[config.mk]
export PLATFORM = sky130hd
export DESIGN_NAME = wb_debug_master
export DESIGN_NICKNAME = d
export VERILOG_FILES = /design/src/rtl/wb_debug_master.sv
export SDC_FILE = /design/constraint.sdc
export NUM_CORES = 1
export LEC_CHECK = 0
export BUFFER_PORTS_ARGS = -buffer_cell sky130_fd_sc_hd__buf_2
export CORE_ASPECT_RATIO = 1.5
export CORE_MARGIN = 2
export CORE_UTILIZATION = 53
export CTS_CLUSTER_DIAMETER = 80
export CTS_CLUSTER_SIZE = 10
export DETAILED_ROUTE_END_ITERATION = 10
export PLACE_DENSITY_LB_ADDON = 0.08
export SLEW_MARGIN = 30
export SYNTH_ARGS = -nofsm -noshare
export SYNTH_HDL_FRONTEND = slang
export SYNTH_SLANG_ARGS = --single-unit
[constraint.sdc]
create_clock -name clk -period 2.31 [get_ports clk]
set_input_delay 0 -clock clk [delete_from_list [all_inputs] [get_ports clk]]
set_output_delay 0 -clock clk [all_outputs]
set_load 0.01 [all_outputs]
[src/rtl/wb_debug_master.sv]
// UART-byte command decoder that runs single Wishbone read/write cycles
// and streams back a status byte plus read data.
module wb_debug_master #(
  parameter int TIMEOUT_CYCLES = 1024
) (
  input  logic        clk,
  input  logic        rst,
  input  logic [7:0]  rx_data,
  input  logic        rx_valid,
  output logic [7:0]  tx_data,
  output logic        tx_valid,
  input  logic        tx_ready,
  output logic [31:0] wb_adr,
  output logic [31:0] wb_dat_o,
  input  logic [31:0] wb_dat_i,
  output logic        wb_we,
  output logic [3:0]  wb_sel,
  output logic        wb_cyc,
  output logic        wb_stb,
  input  logic        wb_ack,
  input  logic        wb_err,
  output logic        overrun,
  output logic        busy
);

  localparam int TW = (TIMEOUT_CYCLES > 1) ? $clog2(TIMEOUT_CYCLES) : 1;
  localparam logic [TW-1:0] TMAX = TW'(TIMEOUT_CYCLES - 1);

  typedef enum logic [2:0] {
    IDLE, ADDR, DATA, BUS, RESP
  } state_t;

  state_t        r_state;
  state_t        w_next;
  logic          r_wr;
  logic [1:0]    r_bcnt;
  logic [TW-1:0] r_tcnt;
  logic [31:0]   r_addr;
  logic [31:0]   r_wdata;
  logic [39:0]   r_resp;
  logic [2:0]    r_rrem;
  logic          r_cyc;
  logic          r_stb;
  logic          r_we;
  logic [3:0]    r_sel;
  logic          r_ovr;

  logic w_op_ok;
  logic w_last;
  logic w_term;
  logic w_ok;
  logic w_fire;
  logic w_start;

  assign w_op_ok = (rx_data == 8'h01) || (rx_data == 8'h02);
  assign w_last  = (r_bcnt == 2'd3);
  assign w_term  = wb_ack | wb_err | (r_tcnt == TMAX);
  assign w_ok    = wb_ack & ~wb_err;
  assign w_fire  = (r_state == RESP) & tx_ready;
  assign w_start = rx_valid & w_last &
                   (((r_state == ADDR) & ~r_wr) | (r_state == DATA));

  always_comb begin
    w_next = r_state;
    case (r_state)
      IDLE:
        if (rx_valid) w_next = w_op_ok ? ADDR : RESP;
      ADDR:
        if (rx_valid && w_last) w_next = r_wr ? DATA : BUS;
      DATA:
        if (rx_valid && w_last) w_next = BUS;
      BUS:
        if (w_term) w_next = RESP;
      RESP:
        if (tx_ready && r_rrem == 3'd0) w_next = IDLE;
      default:
        w_next = IDLE;
    endcase
  end

  always_ff @(posedge clk) begin
    if (rst) r_state <= IDLE;
    else     r_state <= w_next;
  end

  always_ff @(posedge clk) begin
    if (rst) begin
      r_wr    <= 1'b0;
      r_bcnt  <= '0;
      r_tcnt  <= '0;
      r_addr  <= '0;
      r_wdata <= '0;
      r_resp  <= '0;
      r_rrem  <= '0;
      r_cyc   <= 1'b0;
      r_stb   <= 1'b0;
      r_we    <= 1'b0;
      r_sel   <= '0;
      r_ovr   <= 1'b0;
    end else begin
      case (r_state)
        IDLE: if (rx_valid) begin
          r_bcnt <= '0;
          if (w_op_ok) begin
            r_wr <= (rx_data == 8'h01);
          end else begin
            r_resp <= {8'hEE, 32'h0};
            r_rrem <= 3'd0;
          end
        end
        ADDR: if (rx_valid) begin
          r_addr <= {r_addr[23:0], rx_data};
          r_bcnt <= r_bcnt + 2'd1;
        end
        DATA: if (rx_valid) begin
          r_wdata <= {r_wdata[23:0], rx_data};
          r_bcnt  <= r_bcnt + 2'd1;
        end
        BUS: begin
          if (rx_valid) r_ovr <= 1'b1;
          if (w_term) begin
            r_cyc  <= 1'b0;
            r_stb  <= 1'b0;
            r_we   <= 1'b0;
            r_sel  <= '0;
            // read data is reported as zero unless the slave acked cleanly
            r_resp <= w_ok ? {8'hA5, (r_wr ? 32'h0 : wb_dat_i)}
                           : {8'hEE, 32'h0};
            r_rrem <= r_wr ? 3'd0 : 3'd4;
          end else begin
            r_tcnt <= r_tcnt + 1'b1;
          end
        end
        RESP: begin
          if (rx_valid) r_ovr <= 1'b1;
          if (w_fire) begin
            r_resp <= {r_resp[31:0], 8'h00};
            if (r_rrem != 3'd0) r_rrem <= r_rrem - 3'd1;
          end
        end
        default: ;
      endcase
      if (w_start) begin
        r_cyc  <= 1'b1;
        r_stb  <= 1'b1;
        r_we   <= r_wr;
        r_sel  <= 4'hF;
        r_tcnt <= '0;
      end
    end
  end

  assign wb_adr   = r_addr;
  assign wb_dat_o = r_wdata;
  assign wb_we    = r_we;
  assign wb_sel   = r_sel;
  assign wb_cyc   = r_cyc;
  assign wb_stb   = r_stb;
  assign tx_data  = r_resp[39:32];
  assign tx_valid = (r_state == RESP);
  assign overrun  = r_ovr;
  assign busy     = (r_state != IDLE);

endmodule
## After elaboration in Yosys (flattened, before gate mapping)

Index checks and enable logic that the tools add are counted.

| storage, ports and cells | value |
|---|---|
| flip-flop bits (word level) | 130 |
| latch bits | 0 |
| bits in writable memories | 0 |
| ROM bits | 0 |
| input port bits | 46 |
| output and inout port bits | 82 |
| memories | 0 |

| operators by class | value |
|---|---|
| add/sub/neg operators | 3 |
| $mul | 0 |
| divide/modulo/power cells | 0 |
| order comparisons | 0 |
| equality and inequality tests | 17 |
| shifts and indexed selects | 0 |
| muxes and demuxes | 32 |
| bitwise operators | 11 |
| reductions and logical operators | 24 |

Operator list:

| operator | count |
|---|---|
| 40-bit two-way mux | 4 |
| 40-bit case mux with 3 select lines | 1 |
| 39-bit two-way mux | 1 |
| 3-bit two-way mux | 12 |
| 32-bit two-way mux | 1 |
| 3-bit case mux with 5 select lines | 1 |
| 4-bit two-way mux | 3 |
| 2-bit by 1-bit != test with 1-bit output (second input constant) | 6 |
| 10-bit by 1-bit adder with 10-bit output (second input constant) | 1 |
| 10-bit == test (second input constant) | 1 |
| 2-bit AND reduction | 5 |
| 5-bit AND reduction | 2 |
| 3-bit case mux with 3 select lines | 1 |
| 3-bit nonzero test | 3 |
| 8-bit by 1-bit == test with 1-bit output (second input constant) | 1 |
| 8-bit by 2-bit == test with 1-bit output (second input constant) | 1 |
| 3-bit by 2-bit == test with 1-bit output (second input constant) | 2 |
| 3-bit logical NOT | 2 |
| 2-bit != test (second input constant) | 3 |
| 3-bit AND reduction | 2 |
| 6-bit AND reduction | 1 |
| 2-bit nonzero test | 3 |
| 2-bit OR reduction | 3 |
| 1-bit bitwise AND | 5 |
| other kinds (12) | 22 |

## Logic depth before layout (Yosys ltp)

Gate-level depths: netlist of the first run.

| logic depth | value |
|---|---|
| depth after elaboration | 6 |
| gate-level depth with buffers | 9 |
| depth with buffers taken out | 7 |

## Worst setup path before layout of the first run

OpenSTA, ideal clock, no wires.

| timing | value |
|---|---|
| path kind | register to register |
| start point | register r_tcnt[0] |
| end point | register r_rrem[0] |
| library setup time | 0.070 ns |
| data arrival time | 1.635 ns |
| data required time | 2.240 ns |
| path slack | 0.604 ns |
| cell stages (with the launch flop) | 7 |
| path buffers | 0 |
| clock period less this slack | 1.706 ns |
| cell sequence | dfxtp_1 -> ha_1 -> nand2_1 -> nor3_4 -> o221ai_4 -> or4_1 -> a21oi_1 |

| on the way | value |
|---|---|
| cells in the longest elaborated chain, start to end | 4 |

Ends and longest elaborated chain:

| item | RTL line | text |
|---|---|---|
| start, declared | 37 | `logic [TW-1:0] r_tcnt;` |
| start signal, assigned | 131 | `r_tcnt <= r_tcnt + 1'b1;` |
| 10-bit == test | 57 | `assign w_term = wb_ack \| wb_err \| (r_tcnt == TMAX);` |
| 1-bit bitwise OR | 57 |  |
| 2-bit != test (no source line) | n/a |  |
| 6-bit AND reduction (no source line) | n/a |  |
| end signal, assigned | 129 | `r_rrem <= r_wr ? 3'd0 : 3'd4;` |
| end signal, assigned | 138 | `if (r_rrem != 3'd0) r_rrem <= r_rrem - 3'd1;` |
| end, declared | 41 | `logic [2:0] r_rrem;` |

No other way between the ends.
A chain may end at the register's enable or synchronous reset.

## Final worst setup path of the first run

| timing | value |
|---|---|
| start point | register r_state[0] |
| end point | register r_tcnt[1] |

| on the way | value |
|---|---|
| cells in the longest elaborated chain, start to end | 5 |

Ends and longest elaborated chain:

| item | RTL line | text |
|---|---|---|
| start, declared | 33 | `state_t r_state;` |
| start signal, assigned | 83 | `else r_state <= w_next;` |
| 3-bit by 1-bit == test with 1-bit output | 61 | `(((r_state == ADDR) & ~r_wr) \| (r_state == DATA));` |
| 1-bit bitwise AND | 61 |  |
| 1-bit bitwise OR | 61 |  |
| 1-bit bitwise AND | 60 | `assign w_start = rx_valid & w_last &` |
| 2-bit OR reduction (no source line) | n/a |  |

Parallel ways exist; a longest one is shown, timed or not.

==> summary.txt, run 1 <==
Outcome
  – Status: completed

Synthesis
  – Synthesis warning total: 0
  – Yosys cell types: 46
  – Syn_area_per_cell: between 8 and 9 µm²
  – Seq/Total Area, Yosys: 0.4915
  – Syn nets: ~670
  – Yosys reg bits: ~130
  – Mapped Area: ~5100 µm²
  – Area contributors post-synth: dfxtp_1 (49%), nand2_1 (11%), a21oi_1 (7.8%)
  – Synth Instances: between 600 and 700
  – Top cell type's share of synthesized area: 0.4915
  – Synth area leader: dfxtp_1

Placed design
  – Number of I/O port buffers: around 130
  – Pre-CTS setup slack: 0.2893 ns
  – RePlAce Congestion: ~0.83
  – DP HPWL: between 7000 and 8000 µm
  – DP Area: approximately 5700 µm²

Routing
  – Drt pass-1 iters: 5
  – Drt wl/cell: between 10 and 15 µm
  – DR vias/cell: around 5.4
  – DR vias: about 4800
  – Post-Route WL: 12330 µm
  – Drt first-iter violations: ~180
  – Antenna Nets Post-Route: 0
  – DR DRC count: 0

Final layout
  – Synthesis-to-finish area growth: 30.67%
  – Final #Nets: between 800 and 900
  – Final Util: 0.7001
  – Design Area, Final: 6706 µm²
  – Share of post-route cells with drive strength above 1: 0.2438
  – Diode count: 0

Hold path
  – Worst hold stages: 4
  – Worst min path class: input port to flop

Clock network
  – Clk slew on worst S/H paths: 0.05 ns
  – H-tree depth: 4
  – Max clock buf depth: 2
  – CTS root buffer: clkbuf_16
  – CTS sink count: between 100 and 150
  – Clock buffer count from CTS: 17
  – CTS tree: yes
  – Clk_lat worst skew: a little over 0.4 ns

Global routing
  – Antenna violations before repair: 0
  – Grt ovf: 0
  – Global-route wire length before repair: around 20000 µm
  – Pin count of the biggest net entering global routing: 52
  – Vias in the first global route: roughly 4400
  – Overall Global Routing Usage: 0.2324

Timing
  – Minimum clock period: ~2.1 ns
  – Final setup fails: 0
  – Setup slack after layout: about 0.16 ns
  – Setup Skew: about 0.011 ns
  – TNS Setup: 0 ns
  – Fmax: 0.4656 GHz
  – Worst-Margin Slew: between 0.5 and 0.6 ns
  – Tcrit/Tclk final: 0.9298
  – Unrepaired setup endpoints after global routing: no
  – Slew HR: 0.6080
  – Final slew viol count: 0
  – Hold Vio Cnt, Final: 0

Floorplanning
  – Top Ports: approximately 130
  – Chip height: around 120 µm
  – Die width: about 84 µm
  – Core region area: 9579 µm²
  – Die area: ~11000 µm²
  – FP Rows: 44
  – Initial Util: 0.5358

Power and ir drop
  – Power Total: around 5.4 mW
  – Worst VDD drop: just under 0.8 mV
  – Leak: between 2 and 3 nW
  – Pwr per Cell Area: between 700 and 800 nW/µm²

Worst setup path
  – CP Data Arrival Time: roughly 2.5 ns
  – CP max stage cell: dfxtp_1
  – Family with the most delay on the worst path: simple AND/OR/NAND/NOR gates
  – Worst R2R Path Depth: 5
  – Slowest stage delay, CP: 0.57 ns
  – Worst Path Max Fanout: 13
  – Worst Setup Path Type: flop to flop
  – Crit path cell chain: and3b_1 > nand2_4 > o211ai_1 > nand2b_1 > a21oi_1
  – CP Buf/Inv Count: 0
  – Worst EP required: 2.65 ns
  – Critical Path Sink Type: flop
  – Startpoint Class: flop
  – Critical Path Stages: 5

Job
  – Maxcap violations: 0
## report_power, final
part,internal (mW),switching [mW],total [mW]
logic,0.192,0.236,0.429
registers,2.24,0.0346,2.27
clock network,1.74,0.923,2.66
total,4.17,1.19,5.36
## repair_timing
action | CTS | global route
gates resized for setup | 0 | 1
setup endpoints to repair | 0 | 1
endpoints found under the hold margin | 52 | 0
setup buffers | 0 | 1
hold buffers | 44 | 0
## area by class of cell
cell class	instances	area, µm²
fill	788	2873
sequential	126	2522
multi-input combinational	423	2243
timing repair buffer	183	1169
clock buffer	20	456.7
tap	115	143.9
clock inverter	11	141.4
inverter	8	30.03
## worst paths after layout
kind / end / start / slack [ns]
setup / recovery: r_tcnt[1] / r_state[0] / 0.16
hold / removal: wb_we / wb_ack / 0.01
setup reg to reg: r_tcnt[1] / r_state[0] / 0.16
hold reg to reg: overrun / overrun / 0.44
## stage by stage
stage / instances / hold slack [ns]
2_1_floorplan: 616 / 0.1360
3_3_place_gp: 810 / 0.2373
3_5_place_dp: 810 / 0.2443
4_1_cts: 885 / 0.01226
5_1_grt: 886 / 0.03993
6_report: 886 / 0.009583
## placed cells by master, fill, tap and decap left out, types with 13 or more instances in the layout
| master | count |
|---|---|
| dlygate4sd3_1 | 44 |
| buf_4 | 13 |
| nand2_1 | 144 |
| a21oi_1 | 80 |
| nor2_1 | 56 |
| dfxtp_1 | 126 |
| buf_2 | 126 |
| clkbuf_16 | 17 |
| nor3_1 | 31 |
| a221oi_1 | 25 |
## per-layer routing
layer	GRT usage	share of wire
met5	0	0
met4	0.09057	0.012
met3	0.05500	0.048
met2	0.4146	0.55
met1	0.2642	0.39
## state kept, by name, summed over array words and instances, names as in the netlist, 2 cells and up
register,cells
r_bcnt,2
r_resp,40
r_rrem,3
r_state,3
r_tcnt,10
wb_adr,32
wb_dat_o,32
## synthesized netlist by cell type, drive strengths merged
library cell,count
nand2b,4
o221a,1
nand4,3
a221o,2
o21a,2
or3b,1
nor3,37
a311oi,1
clkbuf,27
a21oi,80
a22oi,9
and3b,1
nor4,4
o211ai,5
o21ai,7
buf,32
a2111oi,1
nand3,6
nor2,60
dfxtp,126
xnor2,9
o31ai,2
a221oi,25
o21bai,1
xor2,1
inv,8
o221ai,1
ha,4
nor3b,1
nand3b,1
mux2i,2
or4,2
nand4b,1
nor2b,2
and2,1
or2,1
nand2,145
## kinds of logic (layout without fill, tap and decap cells)
kind of cell             count (synthesis)  count (layout)  share of synthesized area
adder cells (fa/ha/maj)                  4               4                   0.009752
multiplexers                             2               2                   0.003901
XOR/XNOR                                10              10                    0.01707
AND/OR/NAND/NOR                        270             270                     0.2321
AO/OA/AOI/OAI                          137             137                     0.1719
flip-flops                             126             126                     0.4915
buffers and inverters                   67             222                    0.07387
## worst register-to-register path: stages, from the launching register on
cell      delay, ns
dfxtp_1        0.57
and3b_1        0.45
nand2_4        0.16
o211ai_1       0.38
nand2b_1       0.29
a21oi_1        0.21
Power figures use the tool's default switching activity.
==> run 2, diff against run 1 <==
- CORE_ASPECT_RATIO: 1.5 -> 1.25
==> summary.txt, run 2 (same netlist as run 1, synthesis figures left out) <==
Outcome
  – Status: completed

Routing
  – Drt first-iter violations: 215 (+19%)
  – Drt pass-1 iters: 5 (unchanged)
  – Antenna Nets Post-Route: 0 (unchanged)
  – DR vias/cell: 5.405 (+0.54%)
  – Post-Route WL: 12940 µm (+4.9%)
  – DR vias: 4843 (+1.7%)
  – DR top layer: met4
  – Drt wl/cell: 14.44 µm (+3.8%)
  – WL met3: 552 µm (-6.9%)
  – Met1 wire length: 5300 µm (+9.0%)
  – DR DRC count: 0 (unchanged)
  – Met2 WL: 6833 µm (+1.7%)

Job
  – Maxcap violations: 0 (unchanged)

Final layout
  – Register area: 2522 µm² (unchanged)
  – Most frequent cells in the layout: nand2_1 (144), buf_2 (126), dfxtp_1 (126), a21oi_1 (80), nor2_1 (56)
  – Most common cell after layout, fill and taps aside: nand2_1
  – Synthesis-to-finish area growth: 32.69%
  – Final #Nets: 807 (-0.25%)
  – Area occupied by multi-input gates: 2242 µm² (about the same)
  – Biggest register: r_resp
  – Max reg flops: 40 (unchanged)
  – Share of post-route cells with drive strength above 1: 0.2442 (+0.0003167)
  – Diode count: 0 (unchanged)
  – Fillers: 751 (-4.7%)

Timing
  – TNS Setup: 0 ns (unchanged)
  – Worst-Margin Slew: 0.5839 ns (-0.004139 ns)
  – Slew HR: 0.6107 (+0.002759)
  – Setup Skew: 0.01227 ns (+0.001065 ns)
  – Final slew viol count: 0 (unchanged)
  – Final setup fails: 0 (unchanged)
  – Unrepaired setup endpoints after global routing: no
  – Tcrit/Tclk final: 0.9438 (+0.01397)
  – Minimum clock period: 2.180 ns (+0.03228 ns)
  – Fmax: 0.4587 GHz (-1.5%)
  – Hold Vio Cnt, Final: 0 (unchanged)

Placed design
  – RePlAce Congestion: 0.8257 (about the same)
  – DP HPWL: 7852 µm (-0.77%)
  – Number of I/O port buffers: 127 (unchanged)

Floorplanning
  – Chip height: 114.0 µm (-8.4%)
  – Core region area: 9509 µm² (-0.73%)
  – Die width: 92.02 µm (+9.1%)
  – Top Ports: 128 (unchanged)
  – Die area: 10490 µm² (-0.11%)
  – Initial Util: 0.5397 (+0.003948)
  – FP Rows: 40 (-9.1%)

Power and ir drop
  – Worst VDD drop: 0.5513 mV (-28%)
  – Leak: 2.774 nW (+1.3%)
  – Power Total: 5.742 mW (+7.1%)
  – Pwr per Cell Area: 843.1 nW/µm² (+5.5%)

Global routing
  – Antenna violations before repair: 0 (unchanged)
  – Pin count of the biggest net entering global routing: 76 (+46%)
  – Vias in the first global route: 4541 (+3.5%)
  – Overall Global Routing Usage: 0.2484 (+0.01607)
  – Global-route wire length before repair: 21050 µm (+5.4%)
  – Grt ovf: 0 (unchanged)

Hold path
  – Worst min path class: input port to flop

Worst setup path
  – Critical Path Sink Type: flop
  – Worst Setup Path Type: input port to flop
  – Startpoint Class: input port
  – CP Data Arrival Time: 2.48 ns (about the same)
  – Worst Path Max Fanout: 23 (+10)
  – Worst EP required: 2.61 ns (-0.04 ns)
  – CP max stage cell: dlygate4sd3_1
  – Slowest stage delay, CP: 0.54 ns (-0.03 ns)
  – Reg2reg setup slack: 0.13 ns (-0.03 ns)
  – Crit path cell chain: dlygate4sd3_1 > buf_2 > nor4_1 > nand3_1 > o221ai_4 > buf_4 > a221oi_1 > nor3_1

Clock network
  – Clock buffer count from CTS: 17 (unchanged)
  – CTS sink count: 126 (unchanged)
  – Clk_lat worst skew: 0.41 ns (about the same)
  – Clk slew on worst S/H paths: 0.06 ns (about the same)
  – H-tree depth: 4 (unchanged)
  – Post-CTS repair timing setup buffer count: 0 (unchanged)
  – Max clock buf depth: 2 (unchanged)
  – CTS root buffer: clkbuf_16
  – CTS tree: yes
## run 2: cell count changes in the layout (fill, tap and decap cells not counted), sizes merged
cell | previous run | this run
clkbuf | 20 | 19
clkinvlp | 3 | 1
buf | 139 | 137
inv | 8 | 9
bufinv | 3 | 6
## run 2: power breakdown
part           switching (mW)  internal [mW]
registers              0.0428           2.24
clock network           0.968           2.06
logic                   0.242          0.194
## run 2: worst paths after layout
check	endpoint	startpoint	cells after the start
min	r_resp[32]	wb_ack	3
max	r_resp[8]	rx_data[2]	8
max reg2reg	wb_sel[2]	r_tcnt[0]	8
min reg2reg	overrun	overrun	2
## run 2: routing by layer
layer | GRT usage | vias up
li1 | - | 2380
met2 | 0.4358 | 139
met4 | 0.09552 | 0
met5 | 0 | -
met3 | 0.06407 | 23
met1 | 0.2911 | 2301
## run 2: area by class of cell
class / count / share of cell area
repair buffers: 181 / 0.1731
flip-flops and latches: 126 / 0.3704
multi-input cells: 423 / 0.3292
inverters: 8 / 0.004409
clock inverters: 13 / 0.03472
well taps: 126 / 0.02315
clock buffers: 19 / 0.06504
## run 2: through the flow
stage	hold slack (ns)	cell area [µm²]	setup slack (ns)	utilization	cells
CTS	0.008194	6807	0.07383	0.7158	896
global placement	0.2378	5687	0.3533	0.5980	820
floorplan	0.1360	5132	0.6045	-	616
finish	0.01390	6810	0.1299	0.7162	896
global route	0.04543	6810	0.006496	0.7162	896
detailed placement	0.2438	5687	0.2500	0.5980	820
## run 2: critical path: cells and delay by family
kind            cells  cell delay [ns]
simple gates        3             1.05
compound gates      2             0.42
buf+inv             3             1.00
## run 2: timing repair
action | CTS | global route
hold buffers | 44 | 0
hold endpoints to repair | 52 | 0
resized for setup | 0 | 2
endpoints found under the setup margin | 0 | 2
==> run 3, diff against run 2 <==
- RECOVER_POWER: default -> 100
- SETUP_SLACK_MARGIN: default -> 0.2
==> summary.txt, run 3 (same netlist as run 1, synthesis figures left out) <==
Routing
  – DR DRC count: 0 (unchanged)
  – WL met3: 663 µm (+20%)
  – Met2 WL: 6869 µm (+0.53%)
  – Drt wl/cell: 14.60 µm (+1.2%)
  – DR vias/cell: 5.415 (+0.19%)
  – Antenna Nets Post-Route: 0 (unchanged)
  – Drt pass-1 iters: 5 (unchanged)
  – DR vias: 4852 (+0.19%)
  – Met1 wire length: 5261 µm (-0.74%)
  – DR top layer: met4
  – Post-Route WL: 13090 µm (+1.2%)
  – Drt first-iter violations: 241 (+12%)

Floorplanning
  – Core region area: 9509 µm² (unchanged)
  – FP Rows: 40 (unchanged)
  – Die area: 10490 µm² (unchanged)
  – Initial Util: 0.5397 (unchanged)
  – Top Ports: 128 (unchanged)
  – Die width: 92.02 µm (unchanged)
  – Chip height: 114.0 µm (unchanged)

Placed design
  – Pre-CTS setup slack: 0.2500 ns (unchanged)
  – DP Area: 5687 µm² (unchanged)
  – Number of I/O port buffers: 127 (unchanged)
  – DP HPWL: 7852 µm (unchanged)
  – RePlAce Congestion: 0.8257 (unchanged)
  – Placed insts: 820 (unchanged)

Timing
  – Unrepaired setup endpoints after global routing: yes
  – Worst-Margin Slew: 1.044 ns (+0.4600 ns)
  – Slew HR: 0.3041 (-0.3067)
  – TNS Setup: 0 ns (unchanged)
  – Final setup fails: 0 (unchanged)
  – Minimum clock period: 2.143 ns (-0.03691 ns)
  – Worst hold slack: 0.03950 ns (+0.02560 ns)
  – Setup slack after layout: 0.1668 ns (+0.03691 ns)
  – Fmax: 0.4666 GHz (+1.7%)
  – Tcrit/Tclk final: 0.9278 (-0.01598)
  – Hold Vio Cnt, Final: 0 (unchanged)
  – Setup Skew: 0.01546 ns (+0.003186 ns)
  – Final slew viol count: 0 (unchanged)

Final layout
  – Fillers: 785 (+4.5%)
  – Biggest register: r_resp
  – Final Util: 0.7041 (-0.01211)
  – Design Area, Final: 6695 µm² (-1.7%)
  – Share of post-route cells with drive strength above 1: 0.1390 (-0.1052)
  – Most common cell after layout, fill and taps aside: nand2_1
  – Max reg flops: 40 (unchanged)
  – Register area: 2524 µm² (about the same)
  – Final #Nets: 807 (unchanged)
  – Most frequent cells in the layout: nand2_1 (144), dfxtp_1 (125), clkbuf_1 (84), a21oi_1 (80), nor2_1 (56)
  – Diode count: 0 (unchanged)
  – Area occupied by multi-input gates: 2240 µm² (-0.11%)
  – Synthesis-to-finish area growth: 30.45%
  – Fin cells: 896 (unchanged)

Global routing
  – Global-route wire length before repair: 21050 µm (unchanged)
  – Grt ovf: 0 (unchanged)
  – Pin count of the biggest net entering global routing: 76 (unchanged)
  – Vias in the first global route: 4543 (+0.044%)
  – Antenna violations before repair: 0 (unchanged)
  – Overall Global Routing Usage: 0.2486 (about the same)

Power and ir drop
  – Power Total: 5.728 mW (-0.25%)
  – Pwr per Cell Area: 855.5 nW/µm² (+1.5%)
  – Leak: 2.413 nW (-13%)
  – Worst VDD drop: 0.5463 mV (-0.89%)

Clock network
  – Max clock buf depth: 2 (unchanged)
  – Clock buffer count from CTS: 17 (unchanged)
  – H-tree depth: 4 (unchanged)
  – CTS sink count: 126 (unchanged)
  – CTS root buffer: clkbuf_16
  – CTS tree: yes
  – Clk slew on worst S/H paths: 0.06 ns (about the same)
  – Clk_lat worst skew: 0.41 ns (about the same)

Worst setup path
  – Worst Path Max Fanout: 23 (unchanged)
  – Slowest stage delay, CP: 0.50 ns (-0.04 ns)
  – Family with the most delay on the worst path: simple AND/OR/NAND/NOR gates
  – Critical Path Sink Type: flop
  – Worst EP required: 2.61 ns (about the same)
  – Crit path cell chain: and3b_2 > nand2_4 > o221ai_2 > buf_4 > a221oi_1 > nor3_1
  – CP Buf/Inv Count: 1 (-2)
  – Worst Setup Path Type: flop to flop
  – Startpoint Class: flop
  – CP Data Arrival Time: 2.44 ns (-0.04 ns)
  – CP max stage cell: dfxtp_1

Hold path
  – Worst min path class: input port to flop

Outcome
  – Status: completed

Job
  – Maxcap violations: 0 (unchanged)
[run 3: worst paths after layout]
| path | end | cells past startpoint | from | slack [ns] |
|---|---|---|---|---|
| max | r_resp[8] | 6 | r_state[1] | 0.17 |
| min | r_state[0] | 2 | rst | 0.04 |
| max reg2reg | r_resp[8] | 6 | r_state[1] | 0.17 |
| min reg2reg | overrun | 2 | overrun | 0.45 |
[run 3: worst register-to-register path: stages, from the launching register on]
cell	delay (ns)
dfxtp_1	0.50
and3b_2	0.35
nand2_4	0.12
o221ai_2	0.35
buf_4	0.33
a221oi_1	0.09
nor3_1	0.29
[run 3: power by group]
part | internal, mW | leakage, nW | total [mW] | switching, mW
combinational | 0.185 | 1.06 | 0.428 | 0.242
clock | 2.06 | 0.328 | 3.02 | 0.961
sequential | 2.24 | 1.02 | 2.28 | 0.0431
[run 3: final cells by class]
type | instances | share of cell area
inverter | 8 | 0.004485
timing repair buffer | 181 | 0.1590
multi-input combinational | 423 | 0.3345
clock buffer | 19 | 0.06616
clock inverter | 13 | 0.03532
sequential | 126 | 0.3769
tap | 126 | 0.02355
[run 3: routing by layer]
| layer | vias to the layer above | global-route usage |
|---|---|---|
| li1 | 2388 | - |
| met1 | 2284 | 0.2915 |
| met2 | 155 | 0.4333 |
| met3 | 25 | 0.06473 |
| met4 | 0 | 0.09950 |
| met5 | - | 0 |
[run 3: what timing repair did]
item                                    4_1_cts  5_1_grt
buffers inserted                              0        0
hold buffers                                 44        0
endpoints found under the setup margin        0       52
resized for setup                             0        6
hold endpoints to repair                     52        0
